--- src/rtl/i2s_rx_if.sv ---
// Parallel sample bus out of the I2S receiver: per-channel words plus one-cycle strobes.
// The receiver drives it through the master modport; consumers read it through slave.
interface i2s_rx_if #(
   parameter int AUDIO_DW = 8
) ();
   logic [AUDIO_DW-1:0] l_data;
   logic [AUDIO_DW-1:0] r_data;
   logic                l_valid;
   logic                r_valid;
   logic                short_word;

   modport master (
      output l_data,
      output r_data,
      output l_valid,
      output r_valid,
      output short_word
   );

   modport slave (
      input l_data,
      input r_data,
      input l_valid,
      input r_valid,
      input short_word
   );
endinterface

--- src/rtl/i2s_rx.sv ---
// Philips I2S receiver: oversamples SCK/WS/SD on clk_i and publishes left/right words.
// Words longer than AUDIO_DW keep their MSBs; shorter words are left-aligned and flagged.
module i2s_rx #(
   parameter int AUDIO_DW    = 8,
   parameter int SYNC_STAGES = 2
) (
   input  logic      clk_i,
   input  logic      rst_ni,
   input  logic      sck_i,
   input  logic      ws_i,
   input  logic      sd_i,
   i2s_rx_if.master  out_if
);
   localparam int CW = $clog2(AUDIO_DW + 1);
   localparam logic [CW-1:0] DW_C = CW'(AUDIO_DW);

   typedef enum logic {ARM, RUN} state_t;

   state_t                state_q, state_d;
   logic [SYNC_STAGES-1:0] sck_sync_q, ws_sync_q, sd_sync_q;
   logic                  sck_d_q;
   logic                  ws_q, ws_d;
   logic [AUDIO_DW-1:0]   shift_q, shift_d;
   logic [CW-1:0]         cnt_q, cnt_d;
   logic [AUDIO_DW-1:0]   l_data_q, l_data_d, r_data_q, r_data_d;
   logic                  l_valid_q, l_valid_d, r_valid_q, r_valid_d;
   logic                  short_q, short_d;

   logic                  sck_s, ws_s, sd_s, sck_rise, ws_chg;
   logic [AUDIO_DW-1:0]   shift_app, word_pub;
   logic [CW-1:0]         cnt_app;

   assign sck_s    = sck_sync_q[SYNC_STAGES-1];
   assign ws_s     = ws_sync_q[SYNC_STAGES-1];
   assign sd_s     = sd_sync_q[SYNC_STAGES-1];
   assign sck_rise = sck_s & ~sck_d_q;
   assign ws_chg   = ws_s ^ ws_q;

   always_ff @(posedge clk_i or negedge rst_ni) begin
      if (!rst_ni) begin
         sck_sync_q <= '0;
         ws_sync_q  <= '0;
         sd_sync_q  <= '0;
         sck_d_q    <= 1'b0;
         state_q    <= ARM;
         ws_q       <= 1'b0;
         shift_q    <= '0;
         cnt_q      <= '0;
         l_data_q   <= '0;
         r_data_q   <= '0;
         l_valid_q  <= 1'b0;
         r_valid_q  <= 1'b0;
         short_q    <= 1'b0;
      end else begin
         sck_sync_q <= {sck_sync_q[SYNC_STAGES-2:0], sck_i};
         ws_sync_q  <= {ws_sync_q[SYNC_STAGES-2:0], ws_i};
         sd_sync_q  <= {sd_sync_q[SYNC_STAGES-2:0], sd_i};
         sck_d_q    <= sck_s;
         state_q    <= state_d;
         ws_q       <= ws_d;
         shift_q    <= shift_d;
         cnt_q      <= cnt_d;
         l_data_q   <= l_data_d;
         r_data_q   <= r_data_d;
         l_valid_q  <= l_valid_d;
         r_valid_q  <= r_valid_d;
         short_q    <= short_d;
      end
   end

   always_comb begin
      state_d   = state_q;
      ws_d      = ws_q;
      shift_d   = shift_q;
      cnt_d     = cnt_q;
      l_data_d  = l_data_q;
      r_data_d  = r_data_q;
      l_valid_d = 1'b0;
      r_valid_d = 1'b0;
      short_d   = 1'b0;

      // Saturating append; bits past AUDIO_DW are dropped so the MSBs survive.
      shift_app = shift_q;
      cnt_app   = cnt_q;
      if (cnt_q < DW_C) begin
         shift_app = {shift_q[AUDIO_DW-2:0], sd_s};
         cnt_app   = cnt_q + CW'(1);
      end
      word_pub = shift_app << (DW_C - cnt_app);

      if (sck_rise) begin
         ws_d = ws_s;
         unique case (state_q)
            ARM: begin
               if (ws_chg) begin
                  shift_d = '0;
                  cnt_d   = '0;
                  state_d = RUN;
               end
            end
            RUN: begin
               if (ws_chg) begin
                  // The WS-change slot carries the LSB of the outgoing word.
                  if (ws_q) begin
                     r_data_d  = word_pub;
                     r_valid_d = 1'b1;
                  end else begin
                     l_data_d  = word_pub;
                     l_valid_d = 1'b1;
                  end
                  short_d = (cnt_app < DW_C);
                  shift_d = '0;
                  cnt_d   = '0;
               end else begin
                  shift_d = shift_app;
                  cnt_d   = cnt_app;
               end
            end
            default: state_d = ARM;
         endcase
      end
   end

   assign out_if.l_data     = l_data_q;
   assign out_if.r_data     = r_data_q;
   assign out_if.l_valid    = l_valid_q;
   assign out_if.r_valid    = r_valid_q;
   assign out_if.short_word = short_q;
endmodule

--- src/flat_wrapper.sv ---
// flat-port wrapper written by rule: the top's interface ports become plain ports
module i2s_rx_flat 
#(
   parameter int AUDIO_DW    = 8,
   parameter int SYNC_STAGES = 2
)
  (clk_i, rst_ni, sck_i, ws_i, sd_i, out_if_l_data, out_if_r_data, out_if_l_valid, out_if_r_valid, out_if_short_word);
  i2s_rx_if #(.AUDIO_DW(AUDIO_DW)) out_if_i ();
  input  logic clk_i;
  input  logic rst_ni;
  input  logic sck_i;
  input  logic ws_i;
  input  logic sd_i;
  output wire logic [$bits(out_if_i.l_data)-1:0] out_if_l_data;
  output wire logic [$bits(out_if_i.r_data)-1:0] out_if_r_data;
  output wire logic [$bits(out_if_i.l_valid)-1:0] out_if_l_valid;
  output wire logic [$bits(out_if_i.r_valid)-1:0] out_if_r_valid;
  output wire logic [$bits(out_if_i.short_word)-1:0] out_if_short_word;
  assign out_if_l_data = out_if_i.l_data;
  assign out_if_r_data = out_if_i.r_data;
  assign out_if_l_valid = out_if_i.l_valid;
  assign out_if_r_valid = out_if_i.r_valid;
  assign out_if_short_word = out_if_i.short_word;
  i2s_rx #(.AUDIO_DW(AUDIO_DW), .SYNC_STAGES(SYNC_STAGES)) u_core (.clk_i(clk_i), .rst_ni(rst_ni), .sck_i(sck_i), .ws_i(ws_i), .sd_i(sd_i), .out_if(out_if_i));
endmodule
--- config.mk ---
export PLATFORM = sky130hd
export DESIGN_NAME = i2s_rx_flat
export DESIGN_NICKNAME = d
export VERILOG_FILES = /design/src/rtl/i2s_rx_if.sv /design/src/rtl/i2s_rx.sv /design/src/flat_wrapper.sv
export SDC_FILE = /design/constraint.sdc
export NUM_CORES = 1
export LEC_CHECK = 0
export BUFFER_PORTS_ARGS = -buffer_cell sky130_fd_sc_hd__buf_2
export CAP_MARGIN = 20
export CORE_ASPECT_RATIO = 0.6
export CORE_MARGIN = 5
export CORE_UTILIZATION = 40
export CTS_CLUSTER_DIAMETER = 80
export DETAILED_ROUTE_END_ITERATION = 7
export PLACE_DENSITY = 0.67
export SLEW_MARGIN = 15
export SYNTH_ARGS = -nofsm -noshare
export SYNTH_HDL_FRONTEND = slang
export SYNTH_SLANG_ARGS = --single-unit
--- constraint.sdc ---
create_clock -name clk_i -period 2.5 [get_ports clk_i]
set_clock_uncertainty 0.1 [all_clocks]
set_input_delay 0.25 -clock clk_i [delete_from_list [all_inputs] [get_ports clk_i]]
set_output_delay 0.25 -clock clk_i [all_outputs]
set_load 0.02 [all_outputs]
==> results_dict.tcl, run 1 <==
set metrics [dict create \
    avgSynthCellArea_um2 11.53 \
    critical_path.top_delay_family "adder cells" \
    design_area_um2 2331 \
    initial_core_util 0.4142 \
    synth_cell_types 35 \
    maxCapViolations 0 \
    synthAdderAreaFrac 0.02647 \
    path_common_cell "mux2i_2" \
    synthCells 164 \
    clk_pin_slew_ps 80 \
    p_total_mw 2.344 \
    nets 211 \
    p_int_mw 1.466 \
    overflow 0 \
    drt-total-wl_um 3957 \
    drt_iter0_markers 126 \
    grt_pass1_vias 1335 \
    clkSinkCount 40 \
    instances_no_fill 266 \
    critPathMaxFanout 7 \
    place.gp.congestion 0.8183 \
    worstSkewPairLatency_ps 290 \
    synth_mux_area_frac 0.1337 \
    endpoint_kind "flop" \
    fin_crit_ps 2387 \
    power.density_nw_per_um2 1006 \
    p_switching_mw 0.8785 \
    crit_required_ps 2590 \
    synth_area_um2 1891 \
    grt_pass1_wl_um 6768 \
    io_pins 24 \
    synth_top_family_by_area "compound AO/OA/AOI/OAI gates" \
    dp_cells 252 \
    avgViaCountPerCell 5.211 \
    path_buf_inv 0 \
    synth_flop_cell "dfrtp_1" \
    ctsLongestPathBuffers 2 \
    post-synth-top-count-cell "dfrtp_1" \
    hp-class "flop to flop" \
    vias 1386 \
    yosys.area_share.simple 0.09596 \
    yosys_register_bits 40 \
    cts_tree "built" \
    tightestPinTransition_ps 875.7 \
    yosys.area.top_type_share 0.5295 \
    grt_max_degree 41 \
    antenna_found_initial 0 \
    drive_gt1_frac 0.3054 \
    synth_edf_count 0 \
    cpMaxStageDelayCell "dfrtp_1" \
    die_x_um 98.76 \
    p_seq_frac 0.364 \
    drcViolationCount 0 \
    die-height_um 63.25 \
    cts_buffers 5 \
    max_freq_ghz 0.4190 \
    async_flop_share 1.000 \
    ys_seq_area_frac 0.5295 \
    setup_viol 0 \
    path_class "flop to flop" \
    slew_headroom 0.4162 \
    critPathArrivalTime_ps 2470 \
    syn_to_final_growth_pct 23.30 \
    rsz0062_at_grt "false" \
    yosysTopAreaCell "dfrtp_1" \
    whs_ps 253.4 \
    start_kind "flop" \
    power_leakage_nw 1.109 \
    rows 19 \
    synthXorXnorAreaFrac 0.02184 \
    grt_usage 0.1356 \
    cts-root-buf "clkbuf_8" \
    ir_drop_mv 0.3633 \
    cts_htree_levels 2 \
    crit_chain "ha_4 > mux2i_2 > ha_2 > xor2_4 > xnor2_4 > mux2i_2 > o21ai_1 > o31ai_1" \
    fp.coreArea_um2 4564 \
    final_hold_viol_count 0 \
    critPathMaxStageDelay_ps 420 \
    synthTopCellsByCount "40 x dfrtp_1, 23 x nand2_1, 14 x mux2i_1" \
    yosys-top-cells-area "dfrtp_1 53%, mux2i_1 7.4%, mux2_2 6.0%" \
    ys_warn_count 0 \
    power_frac_comb 0.413 \
    p_clk_frac 0.223 \
    finalCritPeriodShare 0.9547 \
    p_sw_frac 0.3747 \
    synth-compound-area-share 0.1655 \
    antenna_cells 0 \
    status "finished clean" \
    drv_slew 0 \
    die_area_um2 6246 \
    synth_fp_nets 173 \
    placed_area_um2 2120 \
    drt-wirelength-per-cell_um 14.88 \
    drt_first_pass_iters 4 \
    drtAntennaViolNets 0 \
    hpwl_um 2764 \
    numPortBuffers 23 \
]
## metal layers
layer / share of wire / global-route usage / up-vias
met2: 0.40 / 0.1756 / 36
met3: 0.063 / 0.04079 / 4
met5: 0 / 0 / -
met4: 0.0091 / 0.04600 / 0
met1: 0.53 / 0.2093 / 674
li1: - / - / 672
## worst paths after layout
kind | startpoint | end | slack, ps | cells past startpoint
min in group asynchronous | rst_ni | u_core.sd_sync_q[1] | 510 | 2
worst max register to register | u_core.cnt_q[0] | u_core.out_if.l_data[5] | 110 | 8
worst min-delay path | u_core.ws_sync_q[0] | u_core.ws_sync_q[1] | 250 | 0
max in group asynchronous | rst_ni | u_core.cnt_q[1] | 1240 | 2
worst min register to register | u_core.ws_sync_q[0] | u_core.ws_sync_q[1] | 250 | 0
worst max-delay path | u_core.cnt_q[0] | u_core.out_if.l_data[5] | 110 | 8
## state kept, by name, indices dropped and copies added, names as in the netlist
register / flops
u_core.out_if.l_data: 8
u_core.out_if.r_data: 8
u_core.shift_q: 8
u_core.cnt_q: 4
u_core.sck_sync_q: 2
u_core.sd_sync_q: 2
u_core.ws_sync_q: 2
u_core.out_if.l_valid: 1
u_core.out_if.r_valid: 1
u_core.out_if.short_word: 1
u_core.sck_d_q: 1
u_core.state_q: 1
u_core.ws_q: 1
## area by class of cell
class,count,area [um^2]
inverter,5,18.77
clock inverter,3,42.54
fill,420,2233
multi-input combinational,112,883.3
clock buffer,5,68.82
sequential,40,1001
tap,63,78.83
timing repair buffer,38,237.7
## cells in the final DEF, fill, tap and decap left out, types with 4 or more instances in the layout
cell type / n
o21ai_0: 7
inv_1: 4
nor2b_1: 4
clkbuf_8: 5
nand2_1: 23
dfrtp_1: 40
mux2_2: 10
buf_2: 23
buf_4: 11
a22o_1: 8
mux2i_1: 12
dlygate4sd3_1: 4
o31ai_1: 13
## power groups by stage
stage / clock network [mW] / logic [mW] / registers, mW
floorplan: 0 / 0.507 / 0.965
global placement: 0 / 0.854 / 0.849
detailed placement: 0 / 0.864 / 0.858
CTS: 0.540 / 0.936 / 0.848
global route: 0.568 / 1.05 / 0.872
finish: 0.523 / 0.969 / 0.852
## logic make-up after synthesis
group / count (synthesis)
AO/OA/AOI/OAI: 43
flip-flops: 40
AND/OR/NAND/NOR: 38
multiplexers: 24
buffers and inverters: 12
adder cells (fa/ha/maj): 4
XOR/XNOR: 3
## per-stage QoR
stage | util | TNS (ps) | setup WS (ps)
finish | 0.5107 | 0 | 113.2
global route | 0.5107 | 0 | 23.82
CTS | 0.5055 | 0 | 18.29
detailed placement | 0.4644 | -46.12 | -46.12
global placement | 0.4644 | 0 | 172.1
floorplan | - | 0 | 195.0
## what timing repair did
| action | 4_1_cts | 5_1_grt |
|---|---|---|
| endpoints found under the hold margin | 40 | 0 |
| buffers inserted | 1 | 1 |
| resized for setup | 5 | 3 |
| endpoints found under the setup margin | 1 | 9 |
| hold buffers | 4 | 0 |
| cloned | 0 | 0 |
| pin swaps | 2 | 3 |
No activity file was read; power rests on OpenSTA's default activity.
==> inputs of run 2 (changes only) <==
--- a/config.mk
+++ b/config.mk
@@ -5,7 +5,7 @@
 export SDC_FILE = /design/constraint.sdc
 export NUM_CORES = 1
 export LEC_CHECK = 0
-export BUFFER_PORTS_ARGS = -buffer_cell sky130_fd_sc_hd__buf_2
+export BUFFER_PORTS_ARGS = -buffer_cell sky130_fd_sc_hd__buf_4
 export CAP_MARGIN = 20
 export CORE_ASPECT_RATIO = 0.6
 export CORE_MARGIN = 5
==> run 2 against run 1 <==
Compared with the run above:
- total power increased by 7.5%
- via count is 1.3% higher
- flip-flop and latch count is the same
==> results_dict.tcl, run 2 (same netlist as run 1, synthesis figures left out) <==
set metrics [dict create \
    status "finished clean" \
    nets 212 \
    fin_crit_ps 2432 \
    endpoint_kind "flop" \
    power.density_nw_per_um2 1040 \
    layout_common_cells "40 x dfrtp_1, 34 x buf_4, 23 x nand2_1, 13 x o31ai_1" \
    cts_htree_levels 2 \
    design_area_um2 2422 \
    avgViaCountPerCell 5.258 \
    grt_pass1_wl_um 7003 \
    clkSinkCount 40 \
    rows 19 \
    cts-root-buf "clkbuf_8" \
    crit_required_ps 2590 \
    max_freq_ghz 0.4111 \
    grt_max_degree 41 \
    drive_gt1_frac 0.3186 \
    tightestPinTransition_ps 731.1 \
    grt_use_met1 0.2004 \
    vias 1404 \
    drv_slew 0 \
    slew_headroom 0.5093 \
    clk_pin_slew_ps 80 \
    finalCritPeriodShare 0.9729 \
    drt-total-wl_um 4140 \
    die_area_um2 6246 \
    power_leakage_nw 1.123 \
    start_kind "flop" \
    drtAntennaViolNets 0 \
    grtUsageMet3 0.03969 \
    syn_to_final_growth_pct 28.13 \
    grt_pass1_vias 1413 \
    ir_drop_mv 0.4116 \
    met2_usage 0.2132 \
    die_x_um 98.76 \
    grt_usage 0.1407 \
    numPortBuffers 23 \
    drcViolationCount 0 \
    final_common_cell "dfrtp_1" \
    setup_viol 0 \
    drt-wirelength-per-cell_um 15.51 \
    cts_buffers 5 \
    fin_tns_setup_ps 0 \
    worstSkewPairLatency_ps 280 \
    fin_util 0.5307 \
    initial_core_util 0.4142 \
    critPathArrivalTime_ps 2520 \
    maxCapViolations 0 \
    antenna_found_initial 0 \
    final_hold_viol_count 0 \
    ctsLongestPathBuffers 2 \
    whs_ps 252.6 \
    die-height_um 63.25 \
    overflow 0 \
    critPathMaxFanout 6 \
    fp.coreArea_um2 4564 \
    placed_area_um2 2162 \
    antenna_cells 0 \
    io_pins 24 \
    hp-class "flop to flop" \
    place.gp.congestion 0.7637 \
    rsz0062_at_grt "true" \
    drt_first_pass_iters 4 \
    grt-busiest-layer "met2" \
    cts_tree "built" \
    hpwl_um 3006 \
    drt_iter0_markers 55 \
    path_class "flop to flop" \
]
run 2: cell types whose count changed in the layout (fill, tap and decap cells not counted):
cell        change
buf_2          -23
buf_4          +23
buf_6           +1
clkbuf_8        +2
clkinv_2        -1
clkinvlp_4      -1
mux2i_1         -2
mux2i_2         +2
o21ai_0         +1
o21ai_1         -1
run 2: power breakdown:
part / internal, mW / leakage (nW) / switching [mW] / total (mW)
logic: 0.506 / 0.534 / 0.586 / 1.09
clock network: 0.352 / 0.0645 / 0.214 / 0.566
registers: 0.766 / 0.524 / 0.0955 / 0.861
total: 1.62 / 1.12 / 0.895 / 2.52
run 2: area by class of cell:
type / instances / area [um^2]
inverter: 5 / 18.77
sequential: 40 / 1001
clock buffer: 7 / 96.34
multi-input combinational: 112 / 890.9
tap: 63 / 78.83
timing repair buffer: 39 / 306.5
clock inverter: 1 / 30.03
fill: 424 / 2142
run 2: worst max-delay path, cell delays in order, from the launching register on:
cell and delay [ps]:
dfrtp_1 420, ha_4 260, mux2i_2 170, ha_2 250, xor2_4 210, xnor2_4 170
buf_4 160, mux2i_2 220, mux2i_2 100, o31ai_1 270
run 2: final timing paths:
check                               startpoint                       to  slack, ps  depth (start not counted)
min                        u_core.sd_sync_q[0]      u_core.sd_sync_q[1]        250                          0
max in group asynchronous               rst_ni        u_core.shift_q[4]       1580                          2
max reg2reg                    u_core.cnt_q[1]  u_core.out_if.l_data[7]         70                          9
min in group asynchronous               rst_ni     u_core.sck_sync_q[0]        380                          2
min reg2reg                u_core.sd_sync_q[0]      u_core.sd_sync_q[1]        250                          0
max                            u_core.cnt_q[1]  u_core.out_if.l_data[7]         70                          9
run 2: timing repair:
item                                    4_1_cts  5_1_grt
endpoints found under the setup margin        1        9
endpoints found under the hold margin        43        0
hold buffers                                  4        0
resized for setup                             4        6
buffers inserted                              2        3
cloned                                        0        0
pin swaps                                     3        5
run 2: metrics by stage:
stage	total power, mW	worst slack, ps	cells
detailed placement	1.789	-52.64	250
floorplan	1.471	195.0	164
finish	2.520	67.71	267
global route	2.667	-63.98	267
global placement	1.744	157.4	250
CTS	2.431	4.311	264
run 2: layer usage:
layer / up-vias / part of all wire
met5: - / 0
li1: 674 / -
met2: 28 / 0.45
met3: 2 / 0.041
met1: 700 / 0.50
met4: 0 / 0.0024
==> inputs of run 3 (changes only) <==
==> constraint.sdc (replaced) <==
create_clock -name clk_i -period 2.5 [get_ports clk_i]
set_clock_uncertainty 0.1 [all_clocks]
set_input_delay 0.5 -clock clk_i [delete_from_list [all_inputs] [get_ports clk_i]]
set_output_delay 0.5 -clock clk_i [all_outputs]
set_load 0.02 [all_outputs]
==> run 3 against run 2 <==
Compared with the run above:
- die area did not move
- sequential share of layout area rose by 0.69 points
- clock-buffer cell count did not move
- via count fell by 2.5%
- critical endpoint unchanged
- register-to-register slack barely moved
- largest cell class unchanged
- cell count fell by 1.5%
- flip-flop and latch count did not move
- total power fell by 0.25%
- sequential power barely moved
==> results_dict.tcl, run 3 (same netlist as run 1, synthesis figures left out) <==
set metrics [dict create \
    slew_headroom 0.5185 \
    drive_gt1_frac 0.3250 \
    status "finished clean" \
    grt_pass1_vias 1392 \
    ir_drop_mv 0.4036 \
    fp.coreArea_um2 4564 \
    vias 1369 \
    dp_cells 250 \
    finalCritPeriodShare 0.9714 \
    cts_buffers 5 \
    syn_to_final_growth_pct 26.01 \
    cts_htree_levels 2 \
    final_hold_viol_count 0 \
    max_freq_ghz 0.4118 \
    path_class "flop to flop" \
    antenna_found_initial 0 \
    wirelength_met1_um 2056 \
    grt_max_degree 41 \
    drcViolationCount 0 \
    maxCapViolations 0 \
    initial_core_util 0.4142 \
    final_common_cell "dfrtp_1" \
    setup_viol 0 \
    cts-root-buf "clkbuf_8" \
    fin_crit_ps 2429 \
    dp_slack_ps -52.64 \
    io_pins 24 \
    drt-wirelength-per-cell_um 15.53 \
    hpwl_um 3006 \
    fin_util 0.5219 \
    grt_pass1_wl_um 6913 \
    layout_common_cells "40 x dfrtp_1, 34 x buf_4, 23 x nand2_1, 13 x o31ai_1" \
    die-height_um 63.25 \
    critical_path.top_delay_family "adder cells" \
    drt_first_pass_iters 4 \
    drt_iter0_markers 64 \
    critPathMaxStageDelay_ps 420 \
    reg2reg_slack_ps 70 \
    place.gp.congestion 0.7637 \
    crit_required_ps 2590 \
    drtAntennaViolNets 0 \
    grt_usage 0.1390 \
    path_buf_inv 1 \
    cts_tree "built" \
    clk_pin_slew_ps 80 \
    worstSkewPairLatency_ps 280 \
    top_layer "met4" \
    critPathMaxFanout 6 \
    drt-total-wl_um 4085 \
    avgViaCountPerCell 5.205 \
    setup_slack_ps 71.49 \
    drv_slew 0 \
    numPortBuffers 23 \
    met3_length_um 173 \
    path_common_cell "mux2i_2" \
    endpoint_kind "flop" \
    nets 208 \
    design_area_um2 2382 \
    die_area_um2 6246 \
    r2r_end "u_core.out_if.l_data[7]" \
    critPathArrivalTime_ps 2520 \
    cpMaxStageDelayCell "dfrtp_1" \
    overflow 0 \
    die_x_um 98.76 \
    tightestPinTransition_ps 718.3 \
    placed_area_um2 2162 \
    instances_no_fill 263 \
    fin_tns_setup_ps 0 \
    ctsLongestPathBuffers 2 \
    clkSinkCount 40 \
    power.density_nw_per_um2 1055 \
    rr_startpoint "u_core.cnt_q[1]" \
    antenna_cells 0 \
    n_fill_cell 425 \
    postCtsHoldBufs 0 \
    power_leakage_nw 1.106 \
    r2r_cells 9 \
    start_kind "flop" \
    hp-class "input pin to async pin" \
    rows 19 \
    crit_chain "ha_4 > mux2i_2 > ha_2 > xor2_4 > xnor2_4 > buf_4 > mux2i_2 > mux2i_2 > o31ai_1" \
    met2_length_um 1844 \
    rsz0062_at_grt "true" \
]
==> run 3: layout make-up <==
cell class              instances  area (um^2)  share of cell area
clock inverters                 1        30.03             0.01261
multi-input cells             112        890.9              0.3740
repair buffers                 35        266.5              0.1119
inverters                       5        18.77            0.007878
well taps                      63        78.83             0.03309
clock buffers                   7        96.34             0.04044
flip-flops and latches         40         1001              0.4202
==> run 3: worst max-delay path by stage <==
stage                               start                      end  slack (ps)  cells past startpoint
after global placement    u_core.cnt_q[0]  u_core.out_if.r_data[7]         160                      8
after floorplan           u_core.cnt_q[3]  u_core.out_if.r_data[7]         200                      9
after global routing      u_core.cnt_q[1]  u_core.out_if.l_data[7]         -60                      9
after detailed placement  u_core.cnt_q[0]  u_core.out_if.r_data[5]         -50                      8
final                     u_core.cnt_q[1]  u_core.out_if.l_data[7]          70                      9
after CTS                 u_core.cnt_q[0]  u_core.out_if.l_data[7]           4                      9
==> run 3: per-stage QoR <==
step | hold slack, ps | total power, mW
after floorplan | 104.4 | 1.471
after global placement | 235.2 | 1.744
after detailed placement | 236.3 | 1.789
after CTS | 90.89 | 2.426
after global routing | 112.4 | 2.661
final | 80.08 | 2.513
==> run 3: per-layer routing <==
| layer | vias to the layer above | track usage |
|---|---|---|
| met5 | - | 0 |
| met4 | 0 | 0.03066 |
| met3 | 2 | 0.03969 |
| met2 | 27 | 0.2099 |
| met1 | 673 | 0.1983 |
| li1 | 667 | - |
==> run 3: worst reg2reg max path, stage by stage, from the launching register on <==
cell and delay [ps]:
dfrtp_1 420, ha_4 260, mux2i_2 170, ha_2 250, xor2_4 210, xnor2_4 170, buf_4 160, mux2i_2 220
mux2i_2 100, o31ai_1 270
==> run 3: report_power, final <==
part           switching (mW)  internal (mW)
registers              0.0948          0.766
clock network           0.213          0.352
logic                   0.585          0.502
==> run 3: what timing repair did <==
| item | CTS | global route |
|---|---|---|
| buffers inserted | 2 | 3 |
| endpoints found under the setup margin | 1 | 9 |
| cloned | 0 | 0 |
| resized for setup | 4 | 6 |
| pin swaps | 3 | 5 |
